[src/rtl/spi_pkg.sv]
// Shared definitions for the SPI target.
// Contents:
//   SPI_W        frame width in bits
//   CNT_W        width of the in-frame bit counter
//   spi_state_t  control FSM states
package spi_pkg;

  localparam int SPI_W = 8;
  localparam int CNT_W = $clog2(SPI_W);

  // WAIT_IDLE keeps us from joining a select that was already active
  // when reset released; IDLE waits for a select; SHIFT moves bits.
  typedef enum logic [1:0] {
    WAIT_IDLE,
    IDLE,
    SHIFT
  } spi_state_t;

endpackage

[src/rtl/spi_sync.sv]
// Multi-flop synchronizer for a single asynchronous pin.
// Ports:
//   clk  in  system clock
//   rst  in  asynchronous reset, active-high (all stages load RST_VAL)
//   d    in  asynchronous input pin
//   q    out synchronized copy of d, STAGES clocks of latency
module spi_sync #(
  parameter int   STAGES  = 2,
  parameter logic RST_VAL = 1'b0
) (
  input  logic clk,
  input  logic rst,
  input  logic d,
  output logic q
);

  logic [STAGES-1:0] sync_q;
  logic [STAGES-1:0] sync_d;

  // New sample enters at bit 0 and walks toward the MSB, which is the
  // output stage.
  always_comb begin
    sync_d = {sync_q[STAGES-2:0], d};
  end

  // Reset to the pin's idle level so no false edge is seen at startup.
  always_ff @(posedge clk or posedge rst) begin
    if (rst) begin
      sync_q <= {STAGES{RST_VAL}};
    end else begin
      sync_q <= sync_d;
    end
  end

  assign q = sync_q[STAGES-1];

endmodule

[src/rtl/spi_slave.sv]
// SPI mode-0 target (CPOL=0, CPHA=0), MSB first, SPI_W-bit frames.
// The SPI pins are oversampled in the clk domain. Core logic sees a byte-wide
// receive port (valid pulse) and a transmit holding register (valid/ready).
// Ports:
//   clk, rst               system clock, asynchronous active-high reset
//   cs_n, sclk, mosi       SPI pins from the master
//   miso, miso_oe          SPI data out and its enable (high while selected)
//   rx_data, rx_valid      last received byte, 1-clk pulse when it updates
//   tx_data, tx_valid,
//   tx_ready               holding register handshake (ready = empty)
//   tx_underrun            1-clk pulse: byte load found the register empty
//   frame_abort            1-clk pulse: deselect with a partial byte received
module spi_slave
  import spi_pkg::*;
#(
  parameter int               SYNC_STAGES = 2,
  parameter logic [SPI_W-1:0] TX_IDLE     = 8'hFF
) (
  input  logic             clk,
  input  logic             rst,
  input  logic             cs_n,
  input  logic             sclk,
  input  logic             mosi,
  output logic             miso,
  output logic             miso_oe,
  output logic [SPI_W-1:0] rx_data,
  output logic             rx_valid,
  input  logic [SPI_W-1:0] tx_data,
  input  logic             tx_valid,
  output logic             tx_ready,
  output logic             tx_underrun,
  output logic             frame_abort
);

  logic cs_s, sclk_s, mosi_s;

  // All three pins use the same depth so their relative timing survives.
  spi_sync #(.STAGES(SYNC_STAGES), .RST_VAL(1'b1)) u_sync_cs (
    .clk(clk), .rst(rst), .d(cs_n), .q(cs_s)
  );
  spi_sync #(.STAGES(SYNC_STAGES), .RST_VAL(1'b0)) u_sync_sclk (
    .clk(clk), .rst(rst), .d(sclk), .q(sclk_s)
  );
  spi_sync #(.STAGES(SYNC_STAGES), .RST_VAL(1'b0)) u_sync_mosi (
    .clk(clk), .rst(rst), .d(mosi), .q(mosi_s)
  );

  spi_state_t       state_q, state_d;
  logic             cs_prev_q, cs_prev_d;
  logic             sclk_prev_q, sclk_prev_d;
  logic [7:0]       settle_q, settle_d;
  logic [CNT_W-1:0] bitcnt_q, bitcnt_d;
  logic [SPI_W-1:0] rx_sh_q, rx_sh_d;
  logic [SPI_W-1:0] tx_sh_q, tx_sh_d;
  logic [SPI_W-1:0] hold_q, hold_d;
  logic [SPI_W-1:0] rx_data_q, rx_data_d;
  logic             tx_ready_q, tx_ready_d;
  logic             miso_q, miso_d;
  logic             miso_oe_q, miso_oe_d;
  logic             rx_valid_q, rx_valid_d;
  logic             tx_underrun_q, tx_underrun_d;
  logic             frame_abort_q, frame_abort_d;

  logic             cs_fall, cs_rise, sclk_rise, sclk_fall;
  logic             settle_done;
  logic             load_en;
  logic [SPI_W-1:0] load_byte;
  logic [SPI_W-1:0] rx_byte;

  assign cs_fall   =  cs_prev_q   & ~cs_s;
  assign cs_rise   = ~cs_prev_q   &  cs_s;
  assign sclk_rise = ~sclk_prev_q &  sclk_s;
  assign sclk_fall =  sclk_prev_q & ~sclk_s;

  // The synchronizers come out of reset showing "deselected" regardless of
  // the pin, so cs_s only reflects the real pin after SYNC_STAGES clocks.
  assign settle_done = (settle_q == 8'(SYNC_STAGES));

  // Next-state logic. A cs_n rise takes priority over any sclk edge seen in
  // the same clock. Byte loads (at select and at each byte boundary) share
  // one path so the holding register handshake is handled in one place.
  always_comb begin
    state_d       = state_q;
    cs_prev_d     = cs_s;
    sclk_prev_d   = sclk_s;
    settle_d      = settle_done ? settle_q : settle_q + 8'd1;
    bitcnt_d      = bitcnt_q;
    rx_sh_d       = rx_sh_q;
    tx_sh_d       = tx_sh_q;
    hold_d        = hold_q;
    rx_data_d     = rx_data_q;
    tx_ready_d    = tx_ready_q;
    miso_d        = miso_q;
    miso_oe_d     = miso_oe_q;
    rx_valid_d    = 1'b0;
    tx_underrun_d = 1'b0;
    frame_abort_d = 1'b0;
    load_en       = 1'b0;
    load_byte     = tx_ready_q ? TX_IDLE : hold_q;
    rx_byte       = {rx_sh_q[SPI_W-2:0], mosi_s};

    case (state_q)
      WAIT_IDLE: begin
        if (settle_done && cs_s) begin
          state_d = IDLE;
        end
      end
      IDLE: begin
        if (cs_fall) begin
          load_en   = 1'b1;
          bitcnt_d  = '0;
          miso_oe_d = 1'b1;
          state_d   = SHIFT;
        end
      end
      SHIFT: begin
        if (cs_rise) begin
          state_d   = IDLE;
          miso_oe_d = 1'b0;
          miso_d    = 1'b0;
          if (bitcnt_q != '0) begin
            frame_abort_d = 1'b1;
          end
        end else if (sclk_rise) begin
          rx_sh_d  = rx_byte;
          bitcnt_d = bitcnt_q + CNT_W'(1);
          if (bitcnt_q == CNT_W'(SPI_W - 1)) begin
            rx_data_d  = rx_byte;
            rx_valid_d = 1'b1;
          end
        end else if (sclk_fall) begin
          if (bitcnt_q != '0) begin
            tx_sh_d = {tx_sh_q[SPI_W-2:0], 1'b0};
            miso_d  = tx_sh_q[SPI_W-2];
          end else begin
            load_en = 1'b1;
          end
        end
      end
      default: state_d = WAIT_IDLE;
    endcase

    if (load_en) begin
      tx_sh_d = load_byte;
      miso_d  = load_byte[SPI_W-1];
      if (tx_ready_q) begin
        tx_underrun_d = 1'b1;
      end else begin
        tx_ready_d = 1'b1;
      end
    end

    // A capture in the same clock as a load overrides the "now empty" flag.
    if (tx_valid && tx_ready_q) begin
      hold_d     = tx_data;
      tx_ready_d = 1'b0;
    end
  end

  // All state and every output are registered here.
  always_ff @(posedge clk or posedge rst) begin
    if (rst) begin
      state_q       <= WAIT_IDLE;
      cs_prev_q     <= 1'b1;
      sclk_prev_q   <= 1'b0;
      settle_q      <= '0;
      bitcnt_q      <= '0;
      rx_sh_q       <= '0;
      tx_sh_q       <= '0;
      hold_q        <= '0;
      rx_data_q     <= '0;
      tx_ready_q    <= 1'b1;
      miso_q        <= 1'b0;
      miso_oe_q     <= 1'b0;
      rx_valid_q    <= 1'b0;
      tx_underrun_q <= 1'b0;
      frame_abort_q <= 1'b0;
    end else begin
      state_q       <= state_d;
      cs_prev_q     <= cs_prev_d;
      sclk_prev_q   <= sclk_prev_d;
      settle_q      <= settle_d;
      bitcnt_q      <= bitcnt_d;
      rx_sh_q       <= rx_sh_d;
      tx_sh_q       <= tx_sh_d;
      hold_q        <= hold_d;
      rx_data_q     <= rx_data_d;
      tx_ready_q    <= tx_ready_d;
      miso_q        <= miso_d;
      miso_oe_q     <= miso_oe_d;
      rx_valid_q    <= rx_valid_d;
      tx_underrun_q <= tx_underrun_d;
      frame_abort_q <= frame_abort_d;
    end
  end

  assign miso        = miso_q;
  assign miso_oe     = miso_oe_q;
  assign rx_data     = rx_data_q;
  assign rx_valid    = rx_valid_q;
  assign tx_ready    = tx_ready_q;
  assign tx_underrun = tx_underrun_q;
  assign frame_abort = frame_abort_q;

endmodule

[config.mk]
export PLATFORM = sky130hd
export DESIGN_NAME = spi_slave
export DESIGN_NICKNAME = d
export VERILOG_FILES = /design/src/rtl/spi_pkg.sv /design/src/rtl/spi_sync.sv /design/src/rtl/spi_slave.sv
export SDC_FILE = /design/constraint.sdc
export NUM_CORES = 1
export LEC_CHECK = 0
export ABC_AREA = 1
export ABC_CLOCK_PERIOD_IN_PS = 2230
export CORE_AREA = 2 2 66 93
export DETAILED_ROUTE_END_ITERATION = 6
export DIE_AREA = 0 0 68 95
export DONT_BUFFER_PORTS = 1
export RECOVER_POWER = 25
export SLEW_MARGIN = 20
export SYNTH_ARGS = -nofsm -noshare
export SYNTH_HDL_FRONTEND = slang
export SYNTH_SLANG_ARGS = --single-unit
[constraint.sdc]
create_clock -name clk -period 2.23 [get_ports clk]
set_input_delay 0.446 -clock clk [delete_from_list [all_inputs] [get_ports clk]]
set_output_delay 0.446 -clock clk [all_outputs]
set_load 0.02 [all_outputs]
==> results.md <==
* Outcome: finished clean
* Pwr/cell area at 1110 nW/µm²
* Grt ovf at 0
* Die width at 68 µm
* Area contributors post-synth: dfrtp_1 (54%), nand2_1 (11%), nand3_1 (5.9%)
* Fmax at 572 MHz
* Slew Limit Fails at 0
* Tcrit/Tclk final at 78.4%
* Initial Utilization at 43.1%
* Critical path arrival at 1.96 ns
* Yosys cell types at 23
* Unrepaired setup endpoints after global routing: no
* Post-synth top area share at 54.0%
* Root Buffer: clkbuf_8
* Setup bufs post-CTS at 0
* VDD IR max at 607 µV
* CTS max path bufs at 2
* Area of the mapped netlist at 2460 µm²
* Worst skew pair latency at 0.33 ns
* Area leader, netlist: dfrtp_1
* Vias in the first global route at 1648
* Final WL at 3910 µm
* Compound-Gate Fraction of Synth Area at 6.67%
* Pre-antenna DRT Iters at 4
* M1 wire length at 1810 µm
* Largest family of logic cells by synthesized area: simple AND/OR/NAND/NOR gates
* ANT cells at 0
* Htree depth at 3
* Global placer's final weighted congestion at 0.786
* Core region area at 5700 µm²
* Net count, final at 297
* Initial antenna violation count at 0
* Hpwl dp at 2750 µm
* Most frequent cells after synthesis: nand2_1 (74), dfrtp_1 (53), inv_1 (32)
* Row cnt at 33
* Avg Vias per Cell at 4.84
* Seq pwr share at 47.2%
* Asr flop ratio synth at 100%
* Mapped Cells at 264
* DR vias at 1679
* Switching Fraction at 30.9%
* Post-synthesis register bit count at 57
* All-layer global routing usage at 14.4%
* Simple-gate portion of the synthesized area at 21.4%
* First-iteration detailed-routing DRC count at 65
* Max-Cap Viols at 0
* Clk slew on worst S/H paths at 0.06 ns
* Cts bufs inserted at 9
* WL met3 at 204 µm
* Comb pwr share at 19.8%
* Count leader, synth: nand2_1
* Syn nets at 288
* Hold WS at 0.109 ns
* Main synth FF type: dfrtp_1
* CTS Sinks at 57
* Crit path max fanout at 17
* Antenna-violating nets left at 0
* Max layer used: met4
* Share of layout cells above drive strength 1 at 10.1%
* First-pass GRT wire length at 6810 µm
* XOR/XNOR Fraction of Synth Area at 2.14%
* CP required at 2.44 ns
* Seq/Total Area, Yosys at 58.2%
* Clk network pwr share at 33.0%
* Post-synth EDFFs at 0
* Critical path endpoint category: flop
* Worst Skew at 0.00284 ns
* CTS tree: done
* WS Path Type: reg -> reg
* Die Y at 95 µm
* Leak at 1.40 nW
* Area growth syn-to-layout at 12.0%
* Largest net degree at the start of global routing at 31
* Worst Hold Class: in -> reg
* Post-Syn Area per Cell at 9.31 µm²
* Hold Violations, Final at 0
* Resized cells post-CTS at 0
* Routed len/inst at 11.3 µm
* YS warnings at 0
* Crit path launch type: flop
* DIE AREA at 6460 µm²
* Synth Area in Adders at 5.09%
* I/O Pins at 28
* Mux cell area share after synthesis at 0%
* Total power draw at 3.06 mW
* Port buffer count at 0
* Setup TNS at 0 ns
* Final setup viols at 0
* Post-CTS Hold Fix Bufs at 0
* Number of remaining DRC errors at 0
* Slew margin rel. at 28.6%
* Int Power at 2.11 mW
* Psw at 0.946 mW
* Worst slew pin tran at 1.07 ns
* Post-layout minimum cycle time at 1.75 ns
* Met2 routed WL at 1790 µm
==> critical path: stages, from the launching register on <==
cell and delay, ns:
dfrtp_1 0.42, inv_1 0.10, ha_1 0.26, inv_2 0.09
nor2_4 0.30, nand2_2 0.25, nand2_1 0.12, o21ai_0 0.08
==> layout make-up <==
type                            instances  area, µm²
Sequential cell                        57       1430
Timing Repair Buffer                    1       20.0
Clock buffer                           13        179
Inverter                               35        131
Fill cell                             538       2950
Clock inverter                          2       35.0
Multi-Input combinational cell        169        867
Tap cell                               70       87.6
==> metrics by stage <==
stage / setup slack, ns / instance area (µm²) / cells / util, %
after floorplan: 0.391 / 2460 / 264 / -
after global placement: 0.509 / 2540 / 332 / 44.5
after detailed placement: 0.469 / 2540 / 332 / 44.5
after CTS: 0.459 / 2750 / 347 / 48.3
after global routing: 0.306 / 2750 / 347 / 48.3
final: 0.482 / 2750 / 347 / 48.3
==> cells by family after synthesis <==
| family | count (synthesis) |
|---|---|
| flops | 57 |
| compound gates | 31 |
| fa+ha+maj | 10 |
| simple gates | 122 |
| xor+xnor | 6 |
| buf+inv | 38 |
==> per-layer routing <==
metal | track usage [%] | up-vias
li1 | - | 849
met1 | 16.7 | 781
met2 | 21.9 | 40
met3 | 6.56 | 9
met4 | 7.67 | 0
met5 | 0 | -
==> power groups by stage <==
| stage | combinational, mW | clock (mW) | sequential (mW) |
|---|---|---|---|
| after global placement | 0.605 | 0 | 1.45 |
| final | 0.606 | 1.01 | 1.44 |
| after global routing | 0.724 | 1.09 | 1.47 |
| after CTS | 0.618 | 1.04 | 1.44 |
| after detailed placement | 0.617 | 0 | 1.46 |
| after floorplan | 0.510 | 0 | 1.41 |
==> final timing paths <==
| kind | startpoint | to | slack (ns) | cells after the start |
|---|---|---|---|---|
| worst max-delay path | state_q[0]$_DFFE_PP0P_ | rx_data[6]$_DFFE_PP0P_ | 0.48 | 7 |
| worst min-delay path | cs_n | u_sync_cs.sync_q[0]$_DFF_PP1_ | 0.11 | 0 |
| worst max register to register | state_q[0]$_DFFE_PP0P_ | rx_data[6]$_DFFE_PP0P_ | 0.48 | 7 |
| worst min register to register | u_sync_mosi.sync_q[0]$_DFF_PP0_ | u_sync_mosi.sync_q[1]$_DFF_PP0_ | 0.35 | 0 |
| max in group asynchronous | rst | u_sync_cs.sync_q[0]$_DFF_PP1_ | 1.19 | 2 |
| min in group asynchronous | rst | u_sync_mosi.sync_q[0]$_DFF_PP0_ | 0.26 | 1 |
==> sequential cells by signal, indices dropped and copies added (netlist names), 2 cells and up <==
name,count
rx_data,8
bitcnt_q,3
rx_sh_q,7
state_q,2
settle_q,8
hold_q,8
tx_sh_q,7
u_sync_sclk.sync_q,2
u_sync_mosi.sync_q,2
u_sync_cs.sync_q,2
==> placed cells by master, fill, tap and decap left out, drive strengths merged <==
master,n
clkbuf,13
o211ai,1
dfstp,4
bufinv,1
o21bai,1
nor3b,1
o21ai,26
xor2,6
dfrtp,53
nand2,78
clkinv,2
buf,1
nor3,4
ha,10
nor2,10
nand3,29
a21oi,3
inv,34
(Power assumes the default switching activity.)
==> edit (config.mk and constraints unchanged) <==
The package constant `SPI_W` goes from 8 to 16.
--- a/src/rtl/spi_pkg.sv
+++ b/src/rtl/spi_pkg.sv
@@ -5,7 +5,7 @@
 //   spi_state_t  control FSM states
 package spi_pkg;
 
-  localparam int SPI_W = 8;
+  localparam int SPI_W = 16;
   localparam int CNT_W = $clog2(SPI_W);
 
   // WAIT_IDLE keeps us from joining a select that was already active
Interface: changed (resized rx_data and tx_data); port bits go from 28 to 44. No check against the original RTL was run, so the function may have changed too.
==> edit against the unedited design <==
  * Power grew 54%
  * Final area grew 58%
  * Hold slack lost 0.013 ns
  * Synthesized area grew 69%
  * Non-clock buffer count grew 8
  * Clock skew grew 0.0060 ns
  * Sequential power grew 54%
  * Sequential cell count grew 33
  * Die area is the same
  * Via count grew 67%
  * First-iteration DRC count grew 130%
  * Wire length grew 89%
  * Setup slack gained 0.043 ns
  * Critical path depth grew 2
  * Critical endpoint is now tx_sh_q[12]$_DFFE_PP0P_
  * Largest cell class unchanged
  * Largest power group unchanged
  * Highest routed layer unchanged
==> edit: results (changes against the unedited design) <==
run_status:
  status: "finished clean"
worst_hold_path:
  hp-class: "in2reg"
finish:
  area_delta_synth_final_pct: 4.71
  nets: 459  # +55%
  fill_cells: 412  # -23%
  fin_cells: 503  # +45%
  drive_above_1_share: 0.166  # +0.0652
worst_setup_path:
  r2r_start: "state_q[0]$_DFFE_PP0P_"
  startpoint_type: "register"
  cp_max_fo: 19  # +2
  critPathArrivalTime_ns: 1.93  # -0.03 ns
synthesis:
  synth_ff_type: "dfrtp_1"
  seq_area_frac_synth: 0.545  # -0.0375
  synth-xor-area-share: 0.0148  # -0.00658
  synth-compound-area-share: 0.0909  # +0.0242
  synth.area.top_cells: "dfrtp_1, nand2_1, nand3_2"
  synth_fa_ha_area_frac: 0.0242  # -0.0267
  ys_types: 33  # +43%
  async_reset_ff_frac: 1.00  # unchanged
  muxShareOfSynthArea: 0  # unchanged
  synthTopCellsByCount: "nand2_1, dfrtp_1, inv_1, nand3_1, o21ai_1"
  synth.avg_cell_area_um2: 9.65  # +3.7%
drt:
  drtIter0Drc: 152  # +130%
  wirelength_um: 7380  # +89%
  viasPerCell: 5.58  # +15%
timing:
  fin_skew_ns: 0.00888  # +0.00604 ns
  fin_setup_tns_ns: 0  # unchanged
  relSlewSlack: 0.129  # -0.157
grt:
  antenna_found_initial: 0  # unchanged
  grt_pass1_vias: 2904  # +76%
  grt_max_degree: 35  # +13%
  grt.total_usage: 0.260  # +0.116
  grt_first_pass_wirelength_um: 12600  # +85%
power_and_ir_drop:
  p_leak_nw: 2.10  # +50%
  vdd_drop_max_mv: 0.746  # +23%
clock_tree:
  cts-buffers-inserted: 9  # unchanged
  clkSlewWorstSetupHoldPaths_ns: 0.09  # +0.03 ns
  clock_path_buffers: 2  # unchanged
  cts_max_level: 3  # unchanged
  ctsResizeCount: 0  # unchanged
place:
  dp_hpwl_um: 5390  # +96%
  dpl-instance-area_um2: 4160  # +64%
  post-place-cells: 488  # +47%
  dpl_worst_slack_ns: 0.540  # +0.0713 ns
  io_buffer_count: 0  # unchanged
  place_congestion: 0.802  # +1.9%
-- edit: cell type report --
class / count / area share
inverters: 45 / 0.0392
well taps: 70 / 0.0202
multi-input cells: 274 / 0.358
clock inverters: 6 / 0.0159
clock buffers: 9 / 0.0286
repair buffers: 9 / 0.0179
flip-flops and latches: 90 / 0.520
-- edit: routing by layer --
layer / vias to the layer above / track usage / wire length [um]
li1: 1405 / - / -
met1: 1337 / 0.317 / 3190
met2: 52 / 0.430 / 3700
met3: 13 / 0.0632 / 323
met4: 0 / 0.117 / 163
met5: - / 0 / 0
-- edit: logic make-up after synthesis --
| logic type | after synthesis |
|---|---|
| flops | 90 |
| fa+ha+maj | 8 |
| xor+xnor | 7 |
| simple gates | 197 |
| compound gates | 62 |
| buf+inv | 65 |
-- edit: worst paths after layout --
kind | end | slack [ns] | depth (start not counted)
worst max-delay path | tx_sh_q[12]$_DFFE_PP0P_ | 0.53 | 9
worst min-delay path | u_sync_cs.sync_q[0]$_DFF_PP1_ | 0.1 | 0
worst max register to register | tx_sh_q[12]$_DFFE_PP0P_ | 0.53 | 9
worst min register to register | u_sync_cs.sync_q[1]$_DFF_PP1_ | 0.36 | 0
max in group asynchronous | hold_q[9]$_DFFE_PP0P_ | 0.75 | 2
min in group asynchronous | rx_data[10]$_DFFE_PP0P_ | 0.25 | 1
-- edit: report_power, final --
part           internal (mW)  total [mW]  switching [mW]
Clock                  0.515        1.07           0.555
Combinational          0.485        1.40           0.919
Sequential              1.99        2.22           0.235
-- edit: worst max-delay path, stage by stage, from the launching register on --
cell     delay, ns
dfrtp_1       0.43
inv_1         0.10
ha_1          0.16
inv_1         0.08
a21oi_1       0.15
nand3_2       0.10
nand2_4       0.19
nand2_8       0.16
nand3_1       0.10
nand3_1       0.09
